<file path="src/rtl/instruction_fetch_if.sv">
// Fetch-stage bundle: hazard/redirect controls in, ROM port, IF/ID register and status out.
// The master side is the fetch stage; the slave side is its environment (ROM, hazard unit, decode).
interface instruction_fetch_if #(
    parameter int ADDR_W = 9
);
    logic                stall;
    logic                flush;
    logic                redirect_valid;
    logic [31:0]         redirect_pc;
    logic [ADDR_W-1:0]   imem_addr;
    logic [31:0]         imem_dout;
    logic [31:0]         pc;
    logic                ifid_valid;
    logic [31:0]         ifid_instr;
    logic [31:0]         ifid_pc;
    logic [31:0]         ifid_pc_plus4;
    logic                halted;
    logic                fault;
    logic [31:0]         fault_pc;
    logic [15:0]         fetch_count;

    modport master (
        input  stall, flush, redirect_valid, redirect_pc, imem_dout,
        output imem_addr, pc, ifid_valid, ifid_instr, ifid_pc, ifid_pc_plus4,
               halted, fault, fault_pc, fetch_count
    );

    modport slave (
        output stall, flush, redirect_valid, redirect_pc, imem_dout,
        input  imem_addr, pc, ifid_valid, ifid_instr, ifid_pc, ifid_pc_plus4,
               halted, fault, fault_pc, fetch_count
    );
endinterface

</file>
<file path="src/rtl/instruction_fetch.sv">
// MIPS instruction-fetch stage: PC register, ROM word addressing, IF/ID register,
// redirect/stall/flush handling and a RUN/HALT/FAULT state machine.
module instruction_fetch #(
    parameter logic [31:0] RESET_PC = 32'h0040_0000,
    parameter int          ADDR_W   = 9
) (
    input logic                 clk,
    input logic                 reset,
    instruction_fetch_if.master bus
);
    localparam logic [31:0] HALT_WORD = 32'h1000_ffff;

    typedef enum logic [1:0] {RUN, HALT, FAULT} state_e;

    state_e      state_q, state_d;
    logic [31:0] pc_q, pc_d;
    logic        valid_q, valid_d;
    logic [31:0] instr_q, instr_d;
    logic [31:0] ipc_q, ipc_d;
    logic [31:0] ipc4_q, ipc4_d;
    logic [31:0] fault_pc_q, fault_pc_d;
    logic [15:0] count_q, count_d;
    logic [31:0] pc_plus4;
    logic        load_bubble;
    logic        load_word;

    // Word-aligned and inside the ROM window; targets below the base fail the >= test.
    function automatic logic legal_target(input logic [31:0] t);
        logic [31:0] off;
        off = t - RESET_PC;
        return (t[1:0] == 2'b00) && (t >= RESET_PC) && ((off >> (ADDR_W + 2)) == 32'd0);
    endfunction

    function automatic logic [15:0] sat_inc16(input logic [15:0] v);
        return (v == 16'hFFFF) ? v : v + 16'd1;
    endfunction

    assign pc_plus4 = pc_q + 32'd4;

    always_comb begin
        state_d     = state_q;
        pc_d        = pc_q;
        fault_pc_d  = fault_pc_q;
        load_bubble = 1'b0;
        load_word   = 1'b0;
        case (state_q)
            RUN: begin
                if (bus.redirect_valid) begin
                    // The word fetched this cycle is wrong-path, whatever stall/flush say.
                    load_bubble = 1'b1;
                    if (legal_target(bus.redirect_pc)) begin
                        pc_d = bus.redirect_pc;
                    end else begin
                        state_d    = FAULT;
                        fault_pc_d = bus.redirect_pc;
                    end
                end else if (bus.stall) begin
                    load_bubble = bus.flush;
                end else begin
                    load_bubble = bus.flush;
                    load_word   = !bus.flush;
                    if (!legal_target(pc_plus4)) begin
                        state_d    = FAULT;
                        fault_pc_d = pc_plus4;
                    end else begin
                        pc_d = pc_plus4;
                        if (!bus.flush && bus.imem_dout == HALT_WORD) begin
                            state_d = HALT;
                        end
                    end
                end
            end
            default: load_bubble = 1'b1;
        endcase
    end

    always_comb begin
        valid_d = valid_q;
        instr_d = instr_q;
        ipc_d   = ipc_q;
        ipc4_d  = ipc4_q;
        count_d = count_q;
        if (load_bubble) begin
            valid_d = 1'b0;
            instr_d = 32'd0;
            ipc_d   = 32'd0;
            ipc4_d  = 32'd4;
        end else if (load_word) begin
            valid_d = 1'b1;
            instr_d = bus.imem_dout;
            ipc_d   = pc_q;
            ipc4_d  = pc_plus4;
            count_d = sat_inc16(count_q);
        end
    end

    always_ff @(posedge clk) begin
        if (reset) begin
            state_q    <= RUN;
            pc_q       <= RESET_PC;
            valid_q    <= 1'b0;
            instr_q    <= 32'd0;
            ipc_q      <= 32'd0;
            ipc4_q     <= 32'd4;
            fault_pc_q <= 32'd0;
            count_q    <= 16'd0;
        end else begin
            state_q    <= state_d;
            pc_q       <= pc_d;
            valid_q    <= valid_d;
            instr_q    <= instr_d;
            ipc_q      <= ipc_d;
            ipc4_q     <= ipc4_d;
            fault_pc_q <= fault_pc_d;
            count_q    <= count_d;
        end
    end

    assign bus.imem_addr     = ADDR_W'((pc_q - RESET_PC) >> 2);
    assign bus.pc            = pc_q;
    assign bus.ifid_valid    = valid_q;
    assign bus.ifid_instr    = instr_q;
    assign bus.ifid_pc       = ipc_q;
    assign bus.ifid_pc_plus4 = ipc4_q;
    assign bus.halted        = (state_q == HALT);
    assign bus.fault         = (state_q == FAULT);
    assign bus.fault_pc      = fault_pc_q;
    assign bus.fetch_count   = count_q;
endmodule

</file>
<file path="src/flat_wrapper.sv">
// flat-port wrapper written by rule: the top's interface ports become plain ports
module instruction_fetch_flat 
#(
    parameter logic [31:0] RESET_PC = 32'h0040_0000,
    parameter int          ADDR_W   = 9
)
  (clk, reset, bus_stall, bus_flush, bus_redirect_valid, bus_redirect_pc, bus_imem_dout, bus_imem_addr, bus_pc, bus_ifid_valid, bus_ifid_instr, bus_ifid_pc, bus_ifid_pc_plus4, bus_halted, bus_fault, bus_fault_pc, bus_fetch_count);
  instruction_fetch_if #(.ADDR_W(ADDR_W)) bus_i ();
  input logic clk;
  input logic reset;
  input wire logic [$bits(bus_i.stall)-1:0] bus_stall;
  input wire logic [$bits(bus_i.flush)-1:0] bus_flush;
  input wire logic [$bits(bus_i.redirect_valid)-1:0] bus_redirect_valid;
  input wire logic [$bits(bus_i.redirect_pc)-1:0] bus_redirect_pc;
  input wire logic [$bits(bus_i.imem_dout)-1:0] bus_imem_dout;
  output wire logic [$bits(bus_i.imem_addr)-1:0] bus_imem_addr;
  output wire logic [$bits(bus_i.pc)-1:0] bus_pc;
  output wire logic [$bits(bus_i.ifid_valid)-1:0] bus_ifid_valid;
  output wire logic [$bits(bus_i.ifid_instr)-1:0] bus_ifid_instr;
  output wire logic [$bits(bus_i.ifid_pc)-1:0] bus_ifid_pc;
  output wire logic [$bits(bus_i.ifid_pc_plus4)-1:0] bus_ifid_pc_plus4;
  output wire logic [$bits(bus_i.halted)-1:0] bus_halted;
  output wire logic [$bits(bus_i.fault)-1:0] bus_fault;
  output wire logic [$bits(bus_i.fault_pc)-1:0] bus_fault_pc;
  output wire logic [$bits(bus_i.fetch_count)-1:0] bus_fetch_count;
  assign bus_i.stall = bus_stall;
  assign bus_i.flush = bus_flush;
  assign bus_i.redirect_valid = bus_redirect_valid;
  assign bus_i.redirect_pc = bus_redirect_pc;
  assign bus_i.imem_dout = bus_imem_dout;
  assign bus_imem_addr = bus_i.imem_addr;
  assign bus_pc = bus_i.pc;
  assign bus_ifid_valid = bus_i.ifid_valid;
  assign bus_ifid_instr = bus_i.ifid_instr;
  assign bus_ifid_pc = bus_i.ifid_pc;
  assign bus_ifid_pc_plus4 = bus_i.ifid_pc_plus4;
  assign bus_halted = bus_i.halted;
  assign bus_fault = bus_i.fault;
  assign bus_fault_pc = bus_i.fault_pc;
  assign bus_fetch_count = bus_i.fetch_count;
  instruction_fetch #(.RESET_PC(RESET_PC), .ADDR_W(ADDR_W)) u_core (.clk(clk), .reset(reset), .bus(bus_i));
endmodule
</file>
<file path="config.mk">
export PLATFORM = sky130hd
export DESIGN_NAME = instruction_fetch_flat
export DESIGN_NICKNAME = d
export VERILOG_FILES = /design/src/rtl/instruction_fetch_if.sv /design/src/rtl/instruction_fetch.sv /design/src/flat_wrapper.sv
export SDC_FILE = /design/constraint.sdc
export NUM_CORES = 1
export LEC_CHECK = 0
export CAP_MARGIN = 20
export CORE_MARGIN = 2
export CORE_UTILIZATION = 42
export CTS_CLUSTER_DIAMETER = 150
export DETAILED_ROUTE_END_ITERATION = 12
export GPL_TIMING_DRIVEN = 0
export PLACE_DENSITY = 0.76
export SLEW_MARGIN = 15
export SYNTH_ARGS = -nofsm -noshare
export SYNTH_HDL_FRONTEND = slang
export SYNTH_SLANG_ARGS = --single-unit
</file>
<file path="constraint.sdc">
create_clock -name clk -period 3.9 [get_ports clk]
set_input_delay 0.78 -clock clk [delete_from_list [all_inputs] [get_ports clk]]
set_output_delay 0.78 -clock clk [all_outputs]
set_load 0.01 [all_outputs]
</file>
==> results of run 1 <==
registers in the layout (all words and copies together) (netlist names):
| signal | count |
|---|---|
| u_core.bus.ifid_pc_plus4 | 32 |
| u_core.state_q | 2 |
| u_core.bus.fault_pc | 32 |
| u_core.bus.ifid_instr | 32 |
| u_core.bus.fetch_count | 16 |
| u_core.bus.ifid_valid | 1 |
| u_core.bus.ifid_pc | 30 |
| u_core.bus.pc | 32 |
stage by stage:
stage                     hold WS (ps)  instances  area [um2]
after floorplan                    476        897        8040
after global placement             441       1386       10900
after detailed placement           450       1386       10900
after CTS                          458       1466       12000
after global routing               483       1471       12200
final                              466       1472       12200
worst register-to-register path: cells and delay by family (launching register included):
family          cells  cell delay [ps]
fa+ha+maj           2              360
compound gates      2              420
simple gates        8             2330
buf+inv             3              370
flops               1              390
power by group:
group	switching [mW]	total, mW	internal (mW)
clock	0.779	1.60	0.820
combinational	0.331	0.633	0.302
sequential	0.0346	1.88	1.84
timing repair:
| action | in CTS | in global routing |
|---|---|---|
| buffers inserted | 45 | 6 |
| hold buffers | 0 | 0 |
| gates resized for setup | 58 | 37 |
| endpoints found under the setup margin | 66 | 66 |
| gates cloned | 3 | 1 |
| pin swaps | 21 | 29 |
path summary, 6_finish.rpt:
check | startpoint | cells past startpoint | to
max reg2reg | u_core.bus.pc[3]$_SDFFE_PP0P_ | 15 | u_core.bus.pc[16]$_SDFFE_PP0P_
max | u_core.bus.pc[3]$_SDFFE_PP0P_ | 15 | u_core.bus.pc[16]$_SDFFE_PP0P_
min | u_core.bus.ifid_pc[2]$_SDFFE_PP0P_ | 2 | u_core.bus.ifid_pc[2]$_SDFFE_PP0P_
min reg2reg | u_core.bus.ifid_pc[2]$_SDFFE_PP0P_ | 2 | u_core.bus.ifid_pc[2]$_SDFFE_PP0P_
synth_stat cells (7+ instances only):
cell	instances
dfxtp_1	177
nor2_1	138
mux2i_1	77
a21oi_1	68
o21ai_0	54
clkbuf_1	49
nand2_1	48
nand3_1	40
xor2_1	26
nand4_1	17
xnor2_1	15
o2111ai_1	14
buf_4	13
mux2_2	11
nor3_1	11
nor3b_2	11
nor4_1	11
inv_1	10
nor3b_1	9
buf_2	8
or3_1	8
a211oi_1	7
and3_1	7
cells by family (layout without fill, tap and decap cells):
logic type               count (synthesis)  after routing  synth area share
multiplexers                            88             88             0.112
buffers and inverters                   90            430            0.0534
flip-flops                             177            177             0.444
adder cells (fa/ha/maj)                  6              6           0.00940
other                                    0              1                 0
XOR/XNOR                                41             41            0.0450
AO/OA/AOI/OAI                          160            160             0.117
AND/OR/NAND/NOR                        335            335             0.219
layer usage:
layer	wire length, um	GRT usage
met1	11600	0.351
met2	13700	0.454
met3	3080	0.0888
met4	1240	0.135
met5	0	0
layout by cell type, fill, tap and decap left out, types with 9 or more instances in the layout:
cell type and n:
nor3b_2 15, xnor2_1 14, clkbuf_1 47, mux2_2 11
dfxtp_1 163, buf_6 14, a21oi_1 64, clkdlybuf4s50_1 255
nor2_1 136, o21ai_0 53, nand2_1 47, nand3_1 36
inv_1 9, xor2_1 26, mux2i_1 77, clkbuf_16 17
o2111ai_2 10, dfxtp_4 10, nor3_1 11, buf_4 61
nand4_1 17
cell type report:
type	count	area (um2)	area share
multi-input combinational	630	4310	0.353
sequential	177	3590	0.294
timing repair buffer	309	3010	0.247
clock buffer	18	429	0.0352
buffer	78	427	0.0349
tap	234	293	0.0240
clock inverter	14	106	0.00871
inverter	11	41.3	0.00338
antenna	1	2.50	0.000205
==> reports/metrics.yaml, run 1 <==
hpwlAfterDp_um: 20600
yosys.area.top_type: "dfxtp_1"
clk_pin_slew_ps: 80
clock_sinks: 177
grt_pass1_wl_um: 44000
synth_edf_count: 0
final_max_slew_viol_count: 0
drtAntennaViolNets: 0
grt_pass1_vias: 7950
max_freq_mhz: 248
synthTopCellsByArea: "dfxtp_1 44%, mux2i_1 9.7%, nor2_1 6.5%"
cts_made_buffers: 17
power_mw: 4.11
pre_cts_ws_ps: -729
die-area_um2: 20100
fillCellCount: 1513
worstPathRequired_ps: 4190
place_congestion: 0.950
slowest_stage: "or4_4"
wirelength_um: 29600
startpoint_type: "flop"
gr-total-overflow: 0
syn_avg_cell_area_um2: 8.90
drt-initial-drc-count: 910
die_h_um: 142
yosys_warnings: 0
crit_top_cell: "or4_4"
worstPathMaxFanout: 5
cp_cell_sequence: "ha_4 > nand4_4 > or4_4 > nor3b_4 > nor2_4 > inv_2 > ha_4 > nor4_4 > o211ai_1 > or4_4 > or4_4 > a21oi_4 > buf_6 > buf_8 > nor3b_2"
synthesis.nets: 972
clock_skew_ps: 14.1
grt_usage: 0.285
rows: 50
portBuffers: 255
max_cap_violations: 0
io_pins: 257
p_leak_nw: 4.56
hold_path_class: "flop to flop"
tritoncts: "done"
critPathArrivalTime_ps: 4320
rsz0062_at_grt: "yes"
wl_per_cell_um: 20.1
dr_total_vias: 8378
avgViaCountPerCell: 5.69
peakVddDrop_uv: 348
crit_path_end_kind: "flop"
synth.distinct_cells: 55
ys_seq_area_frac: 0.444
firstDrtPassIters: 7
hold_viol: 0
synth-async-reset-ratio: 0
fin_ws_ps: -125
syn2layout_area_growth_pct: 52.9
setup_viol: 36
syn_inst: 897
synth_top_cell_area_share: 0.444
slew_headroom: 0.382
core_area_um2: 18700
nets: 1299
status: "finished with violations"
r2r_slack_ps: -120
die_w_um: 142
insertion_delay_ps: 450
antenna_found_initial: 1
ys_seq_elements: 177
critPathTopFamily: "simple AND/OR/NAND/NOR gates"
tns_ps: -2330
ctsLongestPathBuffers: 2
period_share: 1.03
drive_gt1_frac: 0.162
synthFlopType: "dfxtp_1"
cts.root.buffer_cell: "clkbuf_16"
slowest_delay_ps: 600
syn-cell-area_um2: 7980
powerDensity_nw_per_um2: 337
final_core_util: 0.653
cts_max_level: 4
grt_max_degree: 17
initial_utilization: 0.427
critPathBufInv: 3
worstSetupPathType: "flop to flop"
drc: 0
worst_pin_slew_ps: 927
violations: "setup timing"
post-route-min-period_ps: 4020
No activity file was read; power rests on OpenSTA's default activity.
==> run 2: changes to the inputs <==
--- a/config.mk
+++ b/config.mk
@@ -6,9 +6,12 @@
 export NUM_CORES = 1
 export LEC_CHECK = 0
 export CAP_MARGIN = 20
+export CELL_PAD_IN_SITES_DETAIL_PLACEMENT = 0
+export CELL_PAD_IN_SITES_GLOBAL_PLACEMENT = 1
 export CORE_MARGIN = 2
-export CORE_UTILIZATION = 42
+export CORE_UTILIZATION = 31
 export CTS_CLUSTER_DIAMETER = 150
+export CTS_CLUSTER_SIZE = 28
 export DETAILED_ROUTE_END_ITERATION = 12
 export GPL_TIMING_DRIVEN = 0
 export PLACE_DENSITY = 0.76
==> run 2 against run 1 <==
  * The run still ends with setup timing left
  * Clock power grew 8%
  * Final cell count increased by 6.1%
  * Die area is 34% higher
  * Largest power group unchanged
  * Fmax is 0.84% higher
  * First-iteration DRC count decreased by 50%
==> reports/metrics.yaml, run 2 (synthesis gave the netlist of run 1 again) <==
status: "finished with violations"  # unchanged
violations: "setup timing"  # unchanged
p_leak_nw: 4.53  # was 4.56 nW
post-route-min-period_ps: 3990  # was 4020 ps
tns_ps: -1740  # was -2330 ps
slowest_stage: "or4_4"  # unchanged
insertion_delay_ps: 440  # was 450 ps
startpoint_type: "flop"  # unchanged
clock_skew_ps: 12.1  # was 14.1 ps
fin_ws_ps: -91.2  # was -125 ps
drc: 0  # unchanged
ctsLongestPathBuffers: 2  # unchanged
antenna_found_initial: 2  # was 1
max_freq_mhz: 251  # was 248 MHz
crit_path_end_kind: "flop"  # unchanged
drive_gt1_frac: 0.152  # was 0.162
rsz0062_at_grt: "yes"  # unchanged
worst_pin_slew_ps: 979  # was 927 ps
grt_pass1_wl_um: 44800  # was 44000 um
hpwlAfterDp_um: 22600  # was 20600 um
cts_max_level: 4  # unchanged
drt-initial-drc-count: 454  # was 910
slew_headroom: 0.348  # was 0.382
firstDrtPassIters: 5  # was 7
worstPathMaxFanout: 5  # unchanged
wirelength_um: 30100  # was 29600 um
die-area_um2: 27100  # was 20100 um2
worstPathRequired_ps: 4200  # was 4190 ps
critPathTopFamily: "simple AND/OR/NAND/NOR gates"  # unchanged
dr_total_vias: 7867  # was 8378
setup_viol: 32  # was 36
p_clk_frac: 0.408  # was 0.389
portBuffers: 255  # unchanged
grt_max_degree: 18  # was 17
p_comb_frac: 0.147  # was 0.154
syn2layout_area_growth_pct: 53.9  # was 52.9%
final_common_cell: "clkdlybuf4s50_1"  # unchanged
drtAntennaViolNets: 0  # unchanged
hold_path_class: "flop to flop"  # unchanged
hold_buffers: 0  # unchanged
placed_area_um2: 11000  # was 10900 um2
critPathArrivalTime_ps: 4300  # was 4320 ps
nets: 1291  # was 1299
hold_viol: 0  # unchanged
clock_sinks: 177  # unchanged
clk_pin_slew_ps: 70  # was 80 ps
die_w_um: 164  # was 142 um
initial_utilization: 0.316  # was 0.427
period_share: 1.02  # was 1.03
cts_made_buffers: 17  # unchanged
fillCellCount: 2440  # was 1513
wl_per_cell_um: 19.3  # was 20.1 um
rows: 58  # was 50
max_cap_violations: 0  # unchanged
place_congestion: 0.842  # was 0.950
cp_cell_sequence: "buf_12 > ha_4 > nand4_4 > or4_4 > nor3b_4 > nor2_4 > inv_2 > ha_4 > nor4_4 > o211ai_1 > or4_4 > or4_4 > a21oi_4 > buf_4 > buf_4 > nor3b_1"  # was ha_4 > nand4_4 > or4_4 > nor3b_4 > nor2_4 > inv_2 > ha_4 > nor4_4 > o211ai_1 > or4_4 > or4_4 > a21oi_4 > buf_6 > buf_8 > nor3b_2
powerDensity_nw_per_um2: 344  # was 337 nW/um2
fin_area_um2: 12300  # was 12200 um2
critPathBufInv: 4  # was 3
avgViaCountPerCell: 5.04  # was 5.69
final_max_slew_viol_count: 0  # unchanged
seqPwrFrac: 0.445  # was 0.457
io_pins: 257  # unchanged
cts.root.buffer_cell: "clkbuf_16"  # unchanged
die_h_um: 164  # was 142 um
final_cell_mix: "255 x clkdlybuf4s50_1, 166 x dfxtp_1, 134 x nor2_1"  # was 255 x clkdlybuf4s50_1, 163 x dfxtp_1, 136 x nor2_1
core_area_um2: 25300  # was 18700 um2
grt_pass1_vias: 7754  # was 7950
switching_power_mw: 1.18  # was 1.14 mW
switching_share: 0.279  # was 0.278
gr-total-overflow: 0  # unchanged
crit_top_cell: "or4_4"  # unchanged
slowest_delay_ps: 590  # was 600 ps
p_int_mw: 3.05  # was 2.97 mW
tritoncts: "done"  # unchanged
peakVddDrop_uv: 218  # was 348 uV
worstSetupPathType: "flop to flop"  # unchanged
grt_usage: 0.220  # was 0.285
-- run 2: repair_timing --
action / 4_1_cts / 5_1_grt
buffers inserted: 37 / 8
resized for setup: 58 / 22
cloned: 2 / 1
endpoints found under the setup margin: 66 / 66
pin swaps: 30 / 25
-- run 2: layout make-up --
type / instances / area, um2 / share of cell area
Multi-Input combinational cell: 630 / 4290 / 0.349
Sequential cell: 177 / 3580 / 0.291
Timing Repair Buffer: 303 / 2970 / 0.241
Clock buffer: 18 / 429 / 0.0349
Tap cell: 330 / 413 / 0.0336
Buffer: 76 / 412 / 0.0335
Clock inverter: 14 / 146 / 0.0119
Inverter: 11 / 41.3 / 0.00336
Antenna cell: 3 / 7.51 / 0.000611
-- run 2: worst paths after layout --
kind,slack [ps],cells after the start,startpoint,endpoint
worst max-delay path,-90,16,u_core.bus.pc[2]$_SDFFE_PP0P_,u_core.bus.pc[26]$_SDFFE_PP0P_
worst min-delay path,460,2,u_core.bus.ifid_pc_plus4[6]$_SDFFE_PP0P_,u_core.bus.ifid_pc_plus4[6]$_SDFFE_PP0P_
worst max register to register,-90,16,u_core.bus.pc[2]$_SDFFE_PP0P_,u_core.bus.pc[26]$_SDFFE_PP0P_
worst min register to register,460,2,u_core.bus.ifid_pc_plus4[6]$_SDFFE_PP0P_,u_core.bus.ifid_pc_plus4[6]$_SDFFE_PP0P_
-- run 2: power groups by stage --
stage / Clock [mW] / Combinational, mW / Sequential, mW
finish: 1.73 / 0.621 / 1.88
global placement: 0 / 0.522 / 1.93
detailed placement: 0 / 0.524 / 1.93
global route: 1.83 / 0.664 / 1.89
floorplan: 0 / 0.244 / 1.94
CTS: 1.75 / 0.604 / 1.88
-- run 2: routing by layer --
layer	global-route usage	up-vias	share of wire
met5	0	-	0
met3	0.0613	35	0.085
met4	0.0621	0	0.018
met1	0.278	3719	0.43
li1	-	3791	-
met2	0.366	322	0.47
-- run 2: per-stage QoR --
step	power [mW]	setup WS [ps]	hold slack, ps	util	instances
3_5_place_dp	2.46	-700	443	0.436	1482
5_1_grt	4.38	-215	490	0.486	1559
2_1_floorplan	2.18	0.687	476	-	897
3_3_place_gp	2.46	-682	442	0.436	1482
4_1_cts	4.24	-192	452	0.481	1551
6_report	4.23	-91.2	459	0.486	1562
-- run 2: worst register-to-register path, delay by kind of cell (launching register included) --
kind	cells	cell delay, ps
DFF	1	380
adders and majority gates	2	340
AOI/OAI and AO/OA	2	420
and+or+nand+nor	8	2270
buffers and inverters	4	470
==> RTL change, RTL diff (settings of run 2) <==
Make the reset (`reset`) asynchronous in one clocked block.
--- a/src/rtl/instruction_fetch.sv
+++ b/src/rtl/instruction_fetch.sv
@@ -94,7 +94,7 @@
         end
     end
 
-    always_ff @(posedge clk) begin
+    always_ff @(posedge clk or posedge reset) begin
         if (reset) begin
             state_q    <= RUN;
             pc_q       <= RESET_PC;
Check against the original RTL: differs if reset is asserted again (counterexample within 4 cycles, from zero or initial values and one cycle with reset high); with reset held inactive, the same outputs for 4 cycles.
==> RTL change against run 2 <==
  * Cell area grew 1.8%
  * Wire length shrank 1.9%
  * Die area grew 9.2%
  * Area after synthesis grew 9.5%
  * Maximum frequency grew 7.2%
  * Power shrank 7.1%
  * Setup slack gained 0.27 ns
  * Sequential cell count is the same
  * Largest cell class is now registers
==> RTL change: results (changes against run 2) <==
Dominant delay contributor by cell family on the critical path: simple AND/OR/NAND/NOR gates
Result of the run: completed
Pleak: 5.37 nW (+18%)
Max incr delay on CP: 0.43 ns (-0.16 ns)
Worst Path Arrival: 4.04 ns (-0.26 ns)
Routed WL: 29.5 mm (-1.9%)
Placed Instance Area: 0.0119 sq mm (+7.9%)
Routed Antenna Nets: 0 (unchanged)
CP max stage cell: dfrtp_1
Most used DFF post-synth: dfrtp_1
Register area share after synthesis: 50.7% (+6.3 points)
Async set-reset flop share out of synthesis: 100% (+100 points)
N_diodes: 0 (-3)
Synthesis warning total: 0 (unchanged)
Place WS: -0.337 ns (+0.363 ns)
Router iterations before antenna repair: 4 (-1)
Worst Tran Pin Value: 0.951 ns (-0.0280 ns)
Via density: 4.84 (-3.9%)
Mapped Nets: 885 (-9.0%)
Gr usage total: 20.1% (-1.9 points)
Detailed-route via count: 7,196 (-8.5%)
Dominant cells by area after synthesis: dfrtp_1, mux2i_1, nor2_1
Total CTS buffers: 17 (unchanged)
Pint: 2.91 mW (-4.6%)
Hold WC Path Type: reg -> reg
Largest net degree at the start of global routing: 38 (+20)
Layout Nets: 1,169 (-9.5%)
Placer congestion estimate: 0.817 (-3.0%)
Initial antenna violation count: 1 (-1)
DRT iter0 DRCs: 442 (-2.6%)
CP Max Fanout: 10 (+5)
Cells after Synth: 811 (-9.6%)
Clock skew: 0.0173 ns (+0.00521 ns)
Fillers: 2,700 (+11%)
First-pass GRT wire length: 44.2 mm (-1.4%)
Layout cells sized above 1: 12.8% (-2.4 points)
Top cells by count, synth: dfrtp_1, nor2_1, mux2i_1
DP HPWL: 22.5 mm (-0.17%)
Netlist cell types: 63 (+15%)
CTS Buffer Depth: 2 (unchanged)
Peak supply drop: 0.000203 V (-6.9%)
PortBufs: 256 (+0.39%)
Clock transition at path regs: 0.08 ns
Placed cells: 1,450 (-2.2%)
## RTL change: path summary, 6_finish.rpt
path                                                  from                     endpoint  slack [ns]  depth (start not counted)
worst max-delay path                      u_core.bus.pc[4]       u_core.bus.fault_pc[6]        0.18                         14
worst min-delay path            u_core.bus.fetch_count[12]   u_core.bus.fetch_count[12]        0.50                          1
worst max register to register            u_core.bus.pc[4]       u_core.bus.fault_pc[6]        0.18                         14
worst min register to register  u_core.bus.fetch_count[12]   u_core.bus.fetch_count[12]        0.50                          1
max in group asynchronous                            reset  u_core.bus.ifid_pc_plus4[2]        2.24                          4
min in group asynchronous                            reset    u_core.bus.ifid_instr[24]        0.78                          2
## RTL change: worst register-to-register path, delay by kind of cell (launching register included)
family | cells | cell delay, ns
adders and majority gates | 1 | 0.25
and+or+nand+nor | 5 | 1.19
AOI/OAI and AO/OA | 2 | 0.47
muxes | 1 | 0.32
DFF | 1 | 0.43
buffers and inverters | 4 | 0.72
xor gates and xnor gates | 1 | 0.22
## RTL change: through the flow
stage	util (%)	hold WS [ns]
2_1_floorplan	-	0.486
3_3_place_gp	42.4	0.484
3_5_place_dp	42.8	0.492
4_1_cts	44.9	0.507
5_1_grt	45.0	0.532
6_report	45.0	0.501
## RTL change: timing repair
item | CTS | global route
resized for setup | 3 | 6
pin swaps | 1 | 0
endpoints found under the setup margin | 65 | 60
setup buffers | 1 | 3
cloned | 0 | 0
## RTL change: layout make-up
type | instances | share of cell area (%)
sequential | 177 | 35.5
multi-input combinational | 559 | 31.4
timing repair buffer | 265 | 21.5
tap | 378 | 3.78
clock buffer | 18 | 3.51
buffer | 65 | 2.89
clock inverter | 14 | 1.09
inverter | 10 | 0.330
## RTL change: kinds of logic after synthesis
kind of cell / after synthesis / share of synthesized area [%]
compound gates: 82 / 6.16
xor+xnor: 43 / 4.31
fa+ha+maj: 5 / 0.716
buf+inv: 75 / 4.55
flops: 177 / 50.7
mux: 119 / 15.8
simple gates: 310 / 17.8
## RTL change: power by group through the flow
stage          combinational, mW  sequential, mW  clock [mW]
3_3_place_gp               0.332            1.91           0
2_1_floorplan              0.141            1.92           0
3_5_place_dp               0.348            1.91           0
5_1_grt                    0.375            1.88        1.83
4_1_cts                    0.350            1.87        1.76
6_report                   0.343            1.87        1.71
## RTL change: routing by layer
layer	share of wire, %	vias up	global-route usage [%]
met2	46	227	32.3
met5	0.044	-	0
met3	8.2	24	6.66
met4	1.3	2	5.08
li1	-	3373	-
met1	44	3570	26.1
